**src/rtl/fetch_pkg.sv**
```systemverilog
// Shared types and constants for the instruction-fetch stage.
// FETCH_MISALIGN_FAULT_EN adds the FAULT state.
package fetch_pkg;

  localparam int unsigned STATE_W = 3;
  localparam int unsigned PC_STEP = 4;
  localparam logic [31:0] INSTR_NOP = 32'h0000_0013;

  typedef enum logic [STATE_W-1:0] {
    FETCH,
    WAIT,
    HOLD,
    DROP
`ifdef FETCH_MISALIGN_FAULT_EN
    , FAULT
`endif
  } fetch_state_t;

endpackage

```
**src/rtl/fetch_stage.sv**
```systemverilog
// Instruction-fetch stage: owns the PC, issues one imem request at a time,
// buffers the returned word and hands it to decode over valid/ready.
// Build option FETCH_MISALIGN_FAULT_EN: misaligned redirects raise a sticky
// fetch_fault and park the stage in FAULT; otherwise the low two bits of
// the redirect target are cleared.
module fetch_stage
  import fetch_pkg::*;
#(
  parameter int unsigned ADDR_WIDTH  = 32,
  parameter int unsigned INSTR_WIDTH = 32,
  parameter logic [ADDR_WIDTH-1:0] RESET_PC = '0
) (
  input  logic                   clk,
  input  logic                   rst,
  input  logic                   redirect_en,
  input  logic [ADDR_WIDTH-1:0]  redirect_pc,
  output logic                   imem_req,
  output logic [ADDR_WIDTH-1:0]  imem_addr,
  input  logic                   imem_ready,
  input  logic                   imem_rvalid,
  input  logic [INSTR_WIDTH-1:0] imem_rdata,
  output logic                   instr_valid,
  output logic [INSTR_WIDTH-1:0] instr,
  output logic [ADDR_WIDTH-1:0]  instr_pc,
  output logic [ADDR_WIDTH-1:0]  instr_pc4,
  input  logic                   instr_ready
`ifdef FETCH_MISALIGN_FAULT_EN
  ,
  output logic                   fetch_fault
`endif
);

  fetch_state_t           state_q, state_d;
  logic [ADDR_WIDTH-1:0]  pc_q, pc_d;
  logic [ADDR_WIDTH-1:0]  pc_next;
  logic [ADDR_WIDTH-1:0]  redirect_tgt;
  logic                   instr_valid_d;
  logic [INSTR_WIDTH-1:0] instr_d;
  logic [ADDR_WIDTH-1:0]  instr_pc_d, instr_pc4_d;
`ifdef FETCH_MISALIGN_FAULT_EN
  logic                   fetch_fault_d;
`endif

  // Sequential PC, word-aligned redirect target, request driven straight from state
  assign pc_next      = pc_q + ADDR_WIDTH'(PC_STEP);
  assign redirect_tgt = redirect_pc & ~ADDR_WIDTH'(3);
  assign imem_req     = (state_q == FETCH);
  assign imem_addr    = pc_q;

  // State, PC and decode-facing buffer registers
  always_ff @(posedge clk) begin
    if (rst) begin
      state_q     <= FETCH;
      pc_q        <= RESET_PC;
      instr_valid <= 1'b0;
      instr       <= INSTR_WIDTH'(INSTR_NOP);
      instr_pc    <= RESET_PC;
      instr_pc4   <= RESET_PC + ADDR_WIDTH'(PC_STEP);
`ifdef FETCH_MISALIGN_FAULT_EN
      fetch_fault <= 1'b0;
`endif
    end else begin
      state_q     <= state_d;
      pc_q        <= pc_d;
      instr_valid <= instr_valid_d;
      instr       <= instr_d;
      instr_pc    <= instr_pc_d;
      instr_pc4   <= instr_pc4_d;
`ifdef FETCH_MISALIGN_FAULT_EN
      fetch_fault <= fetch_fault_d;
`endif
    end
  end

  // Next state and next buffer contents; a redirect wins over every other event
  always_comb begin
    state_d     = state_q;
    pc_d        = pc_q;
    instr_d     = instr;
    instr_pc_d  = instr_pc;
    instr_pc4_d = instr_pc4;
`ifdef FETCH_MISALIGN_FAULT_EN
    fetch_fault_d = fetch_fault;
`endif

    case (state_q)
      FETCH: begin
        if (redirect_en) begin
          pc_d    = redirect_tgt;
          state_d = imem_ready ? DROP : FETCH;
        end else if (imem_ready) begin
          state_d = WAIT;
        end
      end
      WAIT: begin
        if (redirect_en) begin
          pc_d    = redirect_tgt;
          state_d = imem_rvalid ? FETCH : DROP;
        end else if (imem_rvalid) begin
          instr_d     = imem_rdata;
          instr_pc_d  = pc_q;
          instr_pc4_d = pc_next;
          state_d     = HOLD;
        end
      end
      HOLD: begin
        if (redirect_en) begin
          pc_d    = redirect_tgt;
          state_d = FETCH;
        end else if (instr_ready) begin
          pc_d    = pc_next;
          state_d = FETCH;
        end
      end
      DROP: begin
        if (redirect_en) begin
          pc_d = redirect_tgt;
        end else if (imem_rvalid) begin
          state_d = FETCH;
        end
      end
      default: state_d = state_q;
    endcase

`ifdef FETCH_MISALIGN_FAULT_EN
    // Misaligned target: park until reset, ignoring everything else
    if (state_q != FAULT && redirect_en && (redirect_pc[1:0] != 2'b00)) begin
      pc_d          = pc_q;
      state_d       = FAULT;
      fetch_fault_d = 1'b1;
    end
`endif

    instr_valid_d = (state_d == HOLD);
  end

endmodule

```
**config.mk**
```make
export PLATFORM = sky130hd
export DESIGN_NAME = fetch_stage
export DESIGN_NICKNAME = d
export VERILOG_FILES = /design/src/rtl/fetch_pkg.sv /design/src/rtl/fetch_stage.sv
export SDC_FILE = /design/constraint.sdc
export NUM_CORES = 1
export LEC_CHECK = 0
export BUFFER_PORTS_ARGS = -buffer_cell sky130_fd_sc_hd__buf_2
export CORE_ASPECT_RATIO = 0.9
export CORE_MARGIN = 2
export CORE_UTILIZATION = 40
export DETAILED_ROUTE_END_ITERATION = 8
export PLACE_DENSITY = 0.66
export SYNTH_ARGS = -nofsm -noshare
export SYNTH_HDL_FRONTEND = slang
export SYNTH_SLANG_ARGS = --single-unit
export TNS_END_PERCENT = 5
```
**constraint.sdc**
```tcl
create_clock -name clk -period 2.9 [get_ports clk]
set_clock_uncertainty 0.2 [all_clocks]
set_input_delay 0.29 -clock clk [delete_from_list [all_inputs] [get_ports clk]]
set_output_delay 0.29 -clock clk [all_outputs]
set_load 0.01 [all_outputs]
```
==> out/qor.json, run 1 <==
{
  "worstPathBufferInverterCount": {"value": 1},
  "maximum_vdd_drop": {"value": 0.5052, "unit": "mV"},
  "critPathLaunchType": {"value": "flop"},
  "cts_setup_buffers": {"value": 0},
  "gp_congestion": {"value": 0.8271},
  "crit_path_max_incr_delay": {"value": 0.53, "unit": "ns"},
  "drive_above_1_share": {"value": 27.31, "unit": "%"},
  "synth_compound_gate_area_share": {"value": 18.05, "unit": "%"},
  "timing_hold_violations_final": {"value": 0},
  "route.antenna.remaining_nets": {"value": 0},
  "timing.critical_path.max_delay_family": {"value": "simple AND/OR/NAND/NOR gates"},
  "post_layout_nonfiller_instances": {"value": 1134},
  "worstPathMaxFanout": {"value": 8},
  "finalMaxSlewViolations": {"value": 0},
  "finalCriticalPeriod": {"value": 2.486, "unit": "ns"},
  "setup-violations-final": {"value": 0},
  "clock-root-buffer": {"value": "clkbuf_16"},
  "firstDrtPassIters": {"value": 5},
  "yosysUniqueCellTypes": {"value": 57},
  "initial_utilization": {"value": 41.08, "unit": "%"},
  "total_power": {"value": 4.463, "unit": "mW"},
  "layout_commonest_cell": {"value": "buf_2"},
  "critPathKind": {"value": "flop to flop"},
  "port_buffers": {"value": 191},
  "core_outline_area": {"value": 0.01411, "unit": "mm²"},
  "ios": {"value": 200},
  "path_cells": {"value": "nand4_1, buf_4, nor4_1, and4_1, xnor2_1, a211oi_1"},
  "ys.warnings.count": {"value": 0},
  "kind_of_end_point_of_the_critical_path": {"value": "flop"},
  "hold_slack": {"value": 0.01029, "unit": "ns"},
  "maxCapViolations": {"value": 0},
  "run_status": {"value": "finished clean"},
  "layout_worst_path_cycle_share": {"value": 85.74, "unit": "%"},
  "worst_slew_pin_slew": {"value": 0.7087, "unit": "ns"},
  "synth_xor_area_share": {"value": 4.080, "unit": "%"},
  "synth_area": {"value": 0.005796, "unit": "mm²"},
  "async_reset_ff_share": {"value": 0, "unit": "%"},
  "ys_top_cells_by_area": {"value": "dfxtp_1 (44%), nand2_1 (10%), a21oi_1 (7.0%), a211oi_1 (3.8%), nor2_1 (3.2%)"},
  "routedWlPerCell": {"value": 15.81, "unit": "µm"},
  "floorplan.rows": {"value": 41},
  "num_antenna_cells": {"value": 0},
  "worst_hold_path_type": {"value": "input pin to flop"},
  "route.detailed.drc": {"value": 0},
  "cp.arrival": {"value": 2.55, "unit": "ns"},
  "clockBufferDepth": {"value": 2},
  "synth_largest_type_area_fraction": {"value": 43.52, "unit": "%"},
  "globalRouteOverflowTotal": {"value": 0},
  "synth_simple_gate_area_share": {"value": 25.76, "unit": "%"},
  "h-tree-depth": {"value": 4},
  "ys_seq_area_share": {"value": 43.52, "unit": "%"},
  "dominantRegCellSynth": {"value": "dfxtp_1"},
  "nets": {"value": 999},
  "grt_antenna_before_repair": {"value": 1},
  "dp.cells": {"value": 1061},
  "routed_wirelength": {"value": 17.93, "unit": "mm"},
  "pwr_per_cell_area": {"value": 570.2, "unit": "mW/mm²"},
  "mostFrequentLayoutCells": {"value": "buf_2 (190), nand2_1 (162), dfxtp_1 (126)"},
  "grt_use_total": {"value": 23.17, "unit": "%"},
  "combinational_family_with_the_most_area_after_synthesis": {"value": "simple AND/OR/NAND/NOR gates"},
  "synth_area_in_adders": {"value": 0.2159, "unit": "%"},
  "clock.fmax": {"value": 402.2, "unit": "MHz"},
  "initialDrtViolationCount": {"value": 398},
  "grt_setup_unrepaired": {"value": "false"},
  "grt_max_degree": {"value": 85},
  "area_growth": {"value": 35.04, "unit": "%"},
  "synth.ff_latch_count": {"value": 126},
  "clk_transition_reported_paths": {"value": 0.06, "unit": "ns"},
  "clock_latency": {"value": 0.41, "unit": "ns"},
  "post-synth-top-area-cell": {"value": "dfxtp_1"},
  "detailroute.via_count": {"value": 5865},
  "grt_pass1_wl": {"value": 28.06, "unit": "mm"},
  "die_width": {"value": 130.9, "unit": "µm"},
  "fin_tns_setup": {"value": 0, "unit": "ns"},
  "slew_headroom": {"value": 52.75, "unit": "%"},
  "fp.dieArea": {"value": 0.01547, "unit": "mm²"},
  "synth_enable_flop_cells": {"value": 0},
  "cts_buffers": {"value": 17},
  "total_leakage_power": {"value": 3.248, "unit": "nW"},
  "tritoncts": {"value": "yes"},
  "critPathSlowestCell": {"value": "nor4_1"},
  "grt_pass1_vias": {"value": 5416},
  "syn_inst": {"value": 719},
  "synth.mux.area_fraction": {"value": 1.274, "unit": "%"},
  "crit_required": {"value": 2.96, "unit": "ns"},
  "postSynthAreaPerCell": {"value": 8.061, "unit": "µm²"},
  "number_of_sinks_handled_by_clock_tree_synthesis": {"value": 126},
  "routed_via_density": {"value": 5.172},
  "place.detailed.hpwl": {"value": 11.85, "unit": "mm"},
  "fp.dieH": {"value": 118.2, "unit": "µm"}
}
metal layers:
layer / global-route usage [%] / routed length, µm / vias to the layer above
met1: 31.60 / 8181 / 2728
met2: 35.45 / 8064 / 232
li1: - / - / 2891
met3: 7.062 / 1473 / 14
met5: 0 / 0 / -
met4: 6.383 / 210 / 0
flip-flops by register name, summed over array words and instances (netlist names):
name	count
state_q	3
instr_pc	30
instr_pc4	30
imem_addr	30
instr_valid	1
instr	32
cell families after synthesis:
logic type	count (synthesis)
xor+xnor	27
compound gates	173
buf+inv	77
flops	126
simple gates	307
other cells	1
mux	7
fa+ha+maj	1
final timing paths:
| path | startpoint | to | slack, ns | cells after the start |
|---|---|---|---|---|
| hold / removal | redirect_pc[2] | imem_addr[2] | 0.01 | 3 |
| setup reg to reg | imem_addr[7] | instr_pc4[29] | 0.41 | 6 |
| hold reg to reg | instr_pc[19] | instr_pc[19] | 0.25 | 2 |
| setup / recovery | imem_addr[7] | instr_pc4[29] | 0.41 | 6 |
area by class of cell:
cell class / count / area, µm²
clock buffer: 26 / 489.2
clock inverter: 6 / 82.58
fill: 1339 / 6281
inverter: 8 / 30.03
multi-input combinational: 521 / 2902
sequential: 126 / 2522
tap: 193 / 241.5
timing repair buffer: 254 / 1559
worst reg2reg max path: cells and delay by family, from the launching register on:
family	cells	cell delay (ns)
buf+inv	1	0.24
xor+xnor	1	0.18
compound gates	1	0.11
simple gates	3	1.15
flops	1	0.47
cell usage after synthesis, drive strengths merged, types with 2 or more instances:
cell type,number
or3,7
nand2b,5
nor2,49
a21o,9
and2,7
o22ai,3
or4,2
xnor2,16
inv,8
nand2,162
a21oi,81
nand3b,10
xor2,11
nor3b,3
nor4,12
nand4,11
dfxtp,126
a22oi,9
o21ai,23
and4,5
and3,3
clkbuf,48
nand3,15
o31a,3
o32ai,2
a32oi,4
mux2i,4
a211oi,30
mux2,3
a31oi,5
nor3,13
buf,20
metrics by stage:
step	worst slack, ns	cell area, µm²	util [%]
after global routing	0.2220	7826	55.48
after floorplan	0.6534	5814	-
after global placement	0.4726	6844	48.51
after CTS	0.4337	7826	55.48
after detailed placement	0.4365	6844	48.51
final	0.4136	7826	55.48
power by group:
part	leakage (nW)	switching, mW	total (mW)	internal [mW]
Clock	0.278	0.759	2.09	1.33
Combinational	1.95	0.274	0.498	0.224
Sequential	1.02	0.0794	1.88	1.80
Total	3.25	1.11	4.46	3.35
timing repair:
action,in CTS,in global routing
hold endpoints to repair,41,0
gates resized for setup,0,0
hold buffers,41,0
Note: power is estimated with default switching activity, not from simulation.
==> run 2: changes to the inputs <==
HOLD_SLACK_MARGIN = 0.15   (was not set)
==> run 2 against run 1 <==
Die area is the same. Utilization grew 1.7 points. Cell area grew 3.1%. Routed wire length grew 2.9%. Critical path type unchanged. Critical endpoint is now imem_addr[18]. Largest power group unchanged.
==> out/qor.json, run 2 (synthesized netlist as in run 1, its figures left out) <==
{
  "run_status": {"value": "finished clean"},
  "route.antenna.remaining_nets": {"value": 0, "change": "unchanged"},
  "mostFrequentLayoutCells": {"value": "buf_2 (190), nand2_1 (162), dfxtp_1 (126)"},
  "ios": {"value": 200, "change": "unchanged"},
  "grt_antenna_before_repair": {"value": 0, "change": "-1"},
  "path_cells": {"value": "nand4_1, buf_4, nor4_4, nand3_1, or3_1, a31oi_1"},
  "slew_headroom": {"value": 52.73, "unit": "%", "change": "about the same"},
  "layout_worst_path_cycle_share": {"value": 86.51, "unit": "%", "change": "+0.78 points"},
  "filler_cell_count": {"value": 1310, "change": "-2.2%"},
  "crit_required": {"value": 3.04, "unit": "ns", "change": "+0.08 ns"},
  "gp_congestion": {"value": 0.8271, "change": "unchanged"},
  "initial_utilization": {"value": 41.08, "unit": "%", "change": "unchanged"},
  "place.detailed.hpwl": {"value": 11.85, "unit": "mm", "change": "unchanged"},
  "crit_path_max_incr_delay": {"value": 0.50, "unit": "ns", "change": "-0.03 ns"},
  "max_flop_register": {"value": "instr"},
  "fp.dieH": {"value": 118.2, "unit": "µm", "change": "unchanged"},
  "grt_pass1_vias": {"value": 5572, "change": "+2.9%"},
  "route.detailed.drc": {"value": 0, "change": "unchanged"},
  "routedWlPerCell": {"value": 15.93, "unit": "µm", "change": "+0.75%"},
  "layout_commonest_cell": {"value": "buf_2"},
  "maximum_vdd_drop": {"value": 0.5058, "unit": "mV", "change": "+0.12%"},
  "die_width": {"value": 130.9, "unit": "µm", "change": "unchanged"},
  "drive_above_1_share": {"value": 26.63, "unit": "%", "change": "-0.68 points"},
  "fin_tns_setup": {"value": 0, "unit": "ns", "change": "unchanged"},
  "kind_of_end_point_of_the_critical_path": {"value": "flop"},
  "core_outline_area": {"value": 0.01411, "unit": "mm²", "change": "unchanged"},
  "crit_start": {"value": "imem_addr[7]"},
  "timing_hold_violations_final": {"value": 0, "change": "unchanged"},
  "worst_slew_pin_slew": {"value": 0.7091, "unit": "ns", "change": "+0.0003604 ns"},
  "port_buffers": {"value": 191, "change": "unchanged"},
  "globalRouteOverflowTotal": {"value": 0, "change": "unchanged"},
  "number_of_sinks_handled_by_clock_tree_synthesis": {"value": 126, "change": "unchanged"},
  "clock_latency": {"value": 0.42, "unit": "ns", "change": "about the same"},
  "h-tree-depth": {"value": 4, "change": "unchanged"},
  "regToRegSetupSlack": {"value": 0.39, "unit": "ns", "change": "-0.02 ns"},
  "worst_hold_path_type": {"value": "input pin to flop"},
  "clockBufferDepth": {"value": 2, "change": "unchanged"},
  "maxCapViolations": {"value": 0, "change": "unchanged"},
  "finalMaxSlewViolations": {"value": 0, "change": "unchanged"},
  "post_layout_nonfiller_instances": {"value": 1158, "change": "+2.1%"},
  "cts_buffers": {"value": 17, "change": "unchanged"},
  "worstPathMaxFanout": {"value": 9, "change": "+1"},
  "clock.fmax": {"value": 398.6, "unit": "MHz", "change": "-0.90%"},
  "worstSetupPathDepth": {"value": 6, "change": "unchanged"},
  "grt_pass1_wl": {"value": 28.68, "unit": "mm", "change": "+2.2%"},
  "finish.utilization": {"value": 57.18, "unit": "%", "change": "+1.7 points"},
  "worstPathBufferInverterCount": {"value": 1, "change": "unchanged"},
  "dp.cells": {"value": 1061, "change": "unchanged"},
  "setup-violations-final": {"value": 0, "change": "unchanged"},
  "cts_resized": {"value": 0, "change": "unchanged"},
  "critPathLaunchType": {"value": "flop"},
  "fp.dieArea": {"value": 0.01547, "unit": "mm²", "change": "unchanged"},
  "min_from": {"value": "rst"},
  "timing.critical_path.max_delay_family": {"value": "simple AND/OR/NAND/NOR gates"},
  "max_reg_flops": {"value": 32, "change": "unchanged"},
  "num_antenna_cells": {"value": 0, "change": "unchanged"},
  "critPathSlowestCell": {"value": "nor4_4"},
  "area_growth": {"value": 39.18, "unit": "%"},
  "clock-root-buffer": {"value": "clkbuf_16"},
  "initialDrtViolationCount": {"value": 429, "change": "+7.8%"},
  "nets": {"value": 1023, "change": "+2.4%"},
  "routed_via_density": {"value": 5.149, "change": "-0.45%"},
  "pwr_per_cell_area": {"value": 557.6, "unit": "mW/mm²", "change": "-2.2%"},
  "firstDrtPassIters": {"value": 5, "change": "unchanged"},
  "worst_r2r_startpoint": {"value": "imem_addr[7]"},
  "clk_transition_reported_paths": {"value": 0.05, "unit": "ns", "change": "about the same"},
  "cp.arrival": {"value": 2.65, "unit": "ns", "change": "+0.10 ns"},
  "ff2ff_path_depth": {"value": 6, "change": "unchanged"},
  "finalCriticalPeriod": {"value": 2.509, "unit": "ns", "change": "+0.02248 ns"},
  "routed_wirelength": {"value": 18.45, "unit": "mm", "change": "+2.9%"},
  "grt_use_total": {"value": 23.63, "unit": "%", "change": "+0.47 points"},
  "grt_max_degree": {"value": 85, "change": "unchanged"},
  "whs_path_depth": {"value": 2, "change": "-1"},
  "total_leakage_power": {"value": 3.346, "unit": "nW", "change": "+3.0%"},
  "tritoncts": {"value": "yes"},
  "floorplan.rows": {"value": 41, "change": "unchanged"},
  "critPathKind": {"value": "flop to flop"},
  "grt_setup_unrepaired": {"value": "false"},
  "detailroute.via_count": {"value": 5962, "change": "+1.7%"}
}
run 2: cell types whose count changed in the layout (fill, tap and decap cells not counted):
cell and change:
dlygate4sd3_1 +24
run 2: metrics by stage:
step / power [mW] / worst slack, ns / area [µm²] / hold WS (ns)
after floorplan: 2.179 / 0.6534 / 5814 / 0.2142
after global placement: 2.360 / 0.4726 / 6844 / 0.2386
after detailed placement: 2.364 / 0.4365 / 6844 / 0.2430
after CTS: 4.519 / 0.4337 / 8066 / 0.1823
after global routing: 4.664 / 0.2222 / 8066 / 0.2159
final: 4.498 / 0.3912 / 8066 / 0.1967
run 2: worst paths after layout:
check	to
setup / recovery	imem_addr[18]
hold / removal	state_q[2]
setup reg to reg	imem_addr[18]
hold reg to reg	instr_pc[19]
run 2: timing repair:
item	CTS	global route
hold buffers	65	0
endpoints found under the hold margin	64	0
buffers inserted	0	0
run 2: routing by layer:
layer | track usage (%) | up-vias | part of all wire, % | routed length [µm]
met1 | 31.88 | 2764 | 46 | 8494
met4 | 6.649 | 0 | 1.2 | 230
li1 | - | 2937 | - | -
met5 | 0 | - | 0 | 0
met3 | 6.926 | 17 | 8.0 | 1481
met2 | 36.72 | 244 | 45 | 8240
run 2: cell type report:
| cell class | count | area, µm² | share of cell area (%) |
|---|---|---|---|
| clock buffer | 26 | 489.2 | 6.065 |
| clock inverter | 6 | 82.58 | 1.024 |
| inverter | 8 | 30.03 | 0.3723 |
| multi-input combinational | 521 | 2902 | 35.97 |
| sequential | 126 | 2522 | 31.27 |
| tap | 193 | 241.5 | 2.994 |
| timing repair buffer | 278 | 1799 | 22.30 |
run 2: power by group:
part           total (mW)  switching [mW]  internal (mW)
sequential           1.88          0.0794           1.80
clock                2.09           0.763           1.33
combinational       0.530           0.282          0.247
==> run 3: changes to the inputs <==
clock period = 3.1 ns   (was 2.9 ns; I/O delays follow)
==> run 3 against run 2 <==
Non-clock buffer count shrank 9. Power shrank 7.6%. Via count is 1.7% lower. Global-route usage shrank 0.69 points. Sequential power fell by 6%. Highest routed layer unchanged.
==> out/qor.json, run 3 (synthesized netlist as in run 1, its figures left out) <==
{
  "run_status": {"value": "finished clean"},
  "finalMaxSlewViolations": {"value": 0, "change": "unchanged"},
  "grt_pass1_wl": {"value": 27.86, "unit": "mm", "change": "-2.8%"},
  "slew_headroom": {"value": 18.76, "unit": "%", "change": "-34 points"},
  "ios": {"value": 200, "change": "unchanged"},
  "drive_above_1_share": {"value": 26.10, "unit": "%", "change": "-0.53 points"},
  "num_antenna_cells": {"value": 0, "change": "unchanged"},
  "area.sequential": {"value": 0.002522, "unit": "mm²", "change": "unchanged"},
  "clk_transition_reported_paths": {"value": 0.05, "unit": "ns", "change": "about the same"},
  "fp.dieH": {"value": 118.2, "unit": "µm", "change": "unchanged"},
  "routed_via_density": {"value": 5.109, "change": "-0.77%"},
  "grt_antenna_before_repair": {"value": 0, "change": "unchanged"},
  "firstDrtPassIters": {"value": 4, "change": "-1"},
  "critPathKind": {"value": "flop to flop"},
  "die_width": {"value": 130.9, "unit": "µm", "change": "unchanged"},
  "total_leakage_power": {"value": 3.303, "unit": "nW", "change": "-1.3%"},
  "fp.dieArea": {"value": 0.01547, "unit": "mm²", "change": "unchanged"},
  "h-tree-depth": {"value": 4, "change": "unchanged"},
  "route.antenna.remaining_nets": {"value": 0, "change": "unchanged"},
  "hold_slack": {"value": 0.2233, "unit": "ns", "change": "+0.02665 ns"},
  "final_cell_area": {"value": 0.007993, "unit": "mm²", "change": "-0.92%"},
  "total_power": {"value": 4.155, "unit": "mW", "change": "-7.6%"},
  "worst_slew_pin_slew": {"value": 1.219, "unit": "ns", "change": "+0.5096 ns"},
  "globalRouteOverflowTotal": {"value": 0, "change": "unchanged"},
  "initialDrtViolationCount": {"value": 450, "change": "+4.9%"},
  "routed_wirelength": {"value": 17.79, "unit": "mm", "change": "-3.5%"},
  "gp_congestion": {"value": 0.7978, "change": "-3.5%"},
  "tritoncts": {"value": "yes"},
  "number_of_sinks_handled_by_clock_tree_synthesis": {"value": 126, "change": "unchanged"},
  "layout_commonest_cell": {"value": "buf_2"},
  "port_buffers": {"value": 191, "change": "unchanged"},
  "floorplan.rows": {"value": 41, "change": "unchanged"},
  "multi_input_comb_area": {"value": 0.002902, "unit": "mm²", "change": "unchanged"},
  "pwr_per_cell_area": {"value": 519.8, "unit": "mW/mm²", "change": "-6.8%"},
  "mostFrequentLayoutCells": {"value": "buf_2 (190), nand2_1 (162), dfxtp_1 (126)"},
  "nets": {"value": 1014, "change": "-0.88%"},
  "grt_pass1_vias": {"value": 5486, "change": "-1.5%"},
  "maxCapViolations": {"value": 0, "change": "unchanged"},
  "area_growth": {"value": 37.91, "unit": "%"},
  "cts_resized": {"value": 0, "change": "unchanged"},
  "clock_latency": {"value": 0.42, "unit": "ns", "change": "about the same"},
  "worstPathMaxFanout": {"value": 11, "change": "+2"},
  "clock.fmax": {"value": 394.5, "unit": "MHz", "change": "-1.0%"},
  "max_flop_register": {"value": "instr"},
  "finish.utilization": {"value": 56.66, "unit": "%", "change": "-0.52 points"},
  "core_outline_area": {"value": 0.01411, "unit": "mm²", "change": "unchanged"},
  "layout_worst_path_cycle_share": {"value": 81.77, "unit": "%", "change": "-4.7 points"},
  "dpl-instance-area": {"value": 0.006777, "unit": "mm²", "change": "-0.99%"},
  "routedWlPerCell": {"value": 15.51, "unit": "µm", "change": "-2.6%"},
  "finalCriticalPeriod": {"value": 2.535, "unit": "ns", "change": "+0.02599 ns"},
  "place.detailed.hpwl": {"value": 11.64, "unit": "mm", "change": "-1.8%"},
  "timing_hold_violations_final": {"value": 0, "change": "unchanged"},
  "filler_cell_count": {"value": 1308, "change": "-0.15%"},
  "initial_utilization": {"value": 41.08, "unit": "%", "change": "unchanged"},
  "clockBufferDepth": {"value": 2, "change": "unchanged"},
  "setup-violations-final": {"value": 0, "change": "unchanged"},
  "kind_of_end_point_of_the_critical_path": {"value": "flop"},
  "grt_use_total": {"value": 22.95, "unit": "%", "change": "-0.69 points"},
  "maximum_vdd_drop": {"value": 0.3300, "unit": "mV", "change": "-35%"},
  "fin_tns_setup": {"value": 0, "unit": "ns", "change": "unchanged"},
  "grt_max_degree": {"value": 77, "change": "-9.4%"},
  "cp.arrival": {"value": 2.67, "unit": "ns", "change": "+0.02 ns"},
  "grt_setup_unrepaired": {"value": "false"},
  "cts_buffers": {"value": 17, "change": "unchanged"},
  "clock-root-buffer": {"value": "clkbuf_16"},
  "worst_hold_path_type": {"value": "input pin to flop"},
  "detailroute.via_count": {"value": 5860, "change": "-1.7%"},
  "critPathLaunchType": {"value": "flop"},
  "route.detailed.drc": {"value": 0, "change": "unchanged"},
  "max_reg_flops": {"value": 32, "change": "unchanged"},
  "crit_required": {"value": 3.24, "unit": "ns", "change": "+0.20 ns"}
}
[run 3: changes by cell type in the layout (fill, tap and decap cells not counted)]
cell      previous run  this run
buf_4               21        12
clkbuf_1             6         3
clkinv_2             3         4
[run 3: what timing repair did]
item	CTS	global route
buffers inserted	0	0
endpoints found under the hold margin	64	0
hold buffers	65	0
[run 3: final timing paths]
check | startpoint | to | cells past startpoint | slack [ns]
max | imem_addr[2] | imem_addr[16] | 6 | 0.57
min | redirect_en | imem_addr[22] | 3 | 0.22
max reg2reg | imem_addr[2] | imem_addr[16] | 6 | 0.57
min reg2reg | instr_pc[7] | instr_pc[7] | 2 | 0.25
[run 3: per-layer routing]
metal  up-vias  track usage, %  share of wire (%)
li1       2922               -                  -
met1      2686           30.75                 45
met2       231           34.41                 45
met3        21           7.786                8.1
met4         0           7.779                1.7
met5         -               0                  0
[run 3: area by class of cell]
class	instances	area share [%]
Multi-Input combinational cell	521	36.30
Sequential cell	126	31.56
Timing Repair Buffer	269	21.67
Clock buffer	23	5.980
Tap cell	193	3.021
Clock inverter	7	1.096
Inverter	8	0.3757
[run 3: power breakdown]
group | switching, mW | internal, mW | leakage, nW
combinational | 0.247 | 0.222 | 2.00
sequential | 0.0841 | 1.68 | 1.02
clock | 0.690 | 1.23 | 0.279
total | 1.02 | 3.13 | 3.30
[run 3: metrics by stage]
step	instances	setup slack (ns)
4_1_cts	1147	0.5812
3_5_place_dp	1052	0.5999
6_report	1147	0.5652
2_1_floorplan	724	0.8534
3_3_place_gp	1052	0.6454
5_1_grt	1147	0.3831
[run 3: critical path, cell delays in order (launching register included)]
cell and delay [ns]:
dfxtp_1 0.48, ha_1 0.32, nand3_1 0.42, nor4_1 0.61, nand3_1 0.14, a21o_1 0.20
a21oi_1 0.10
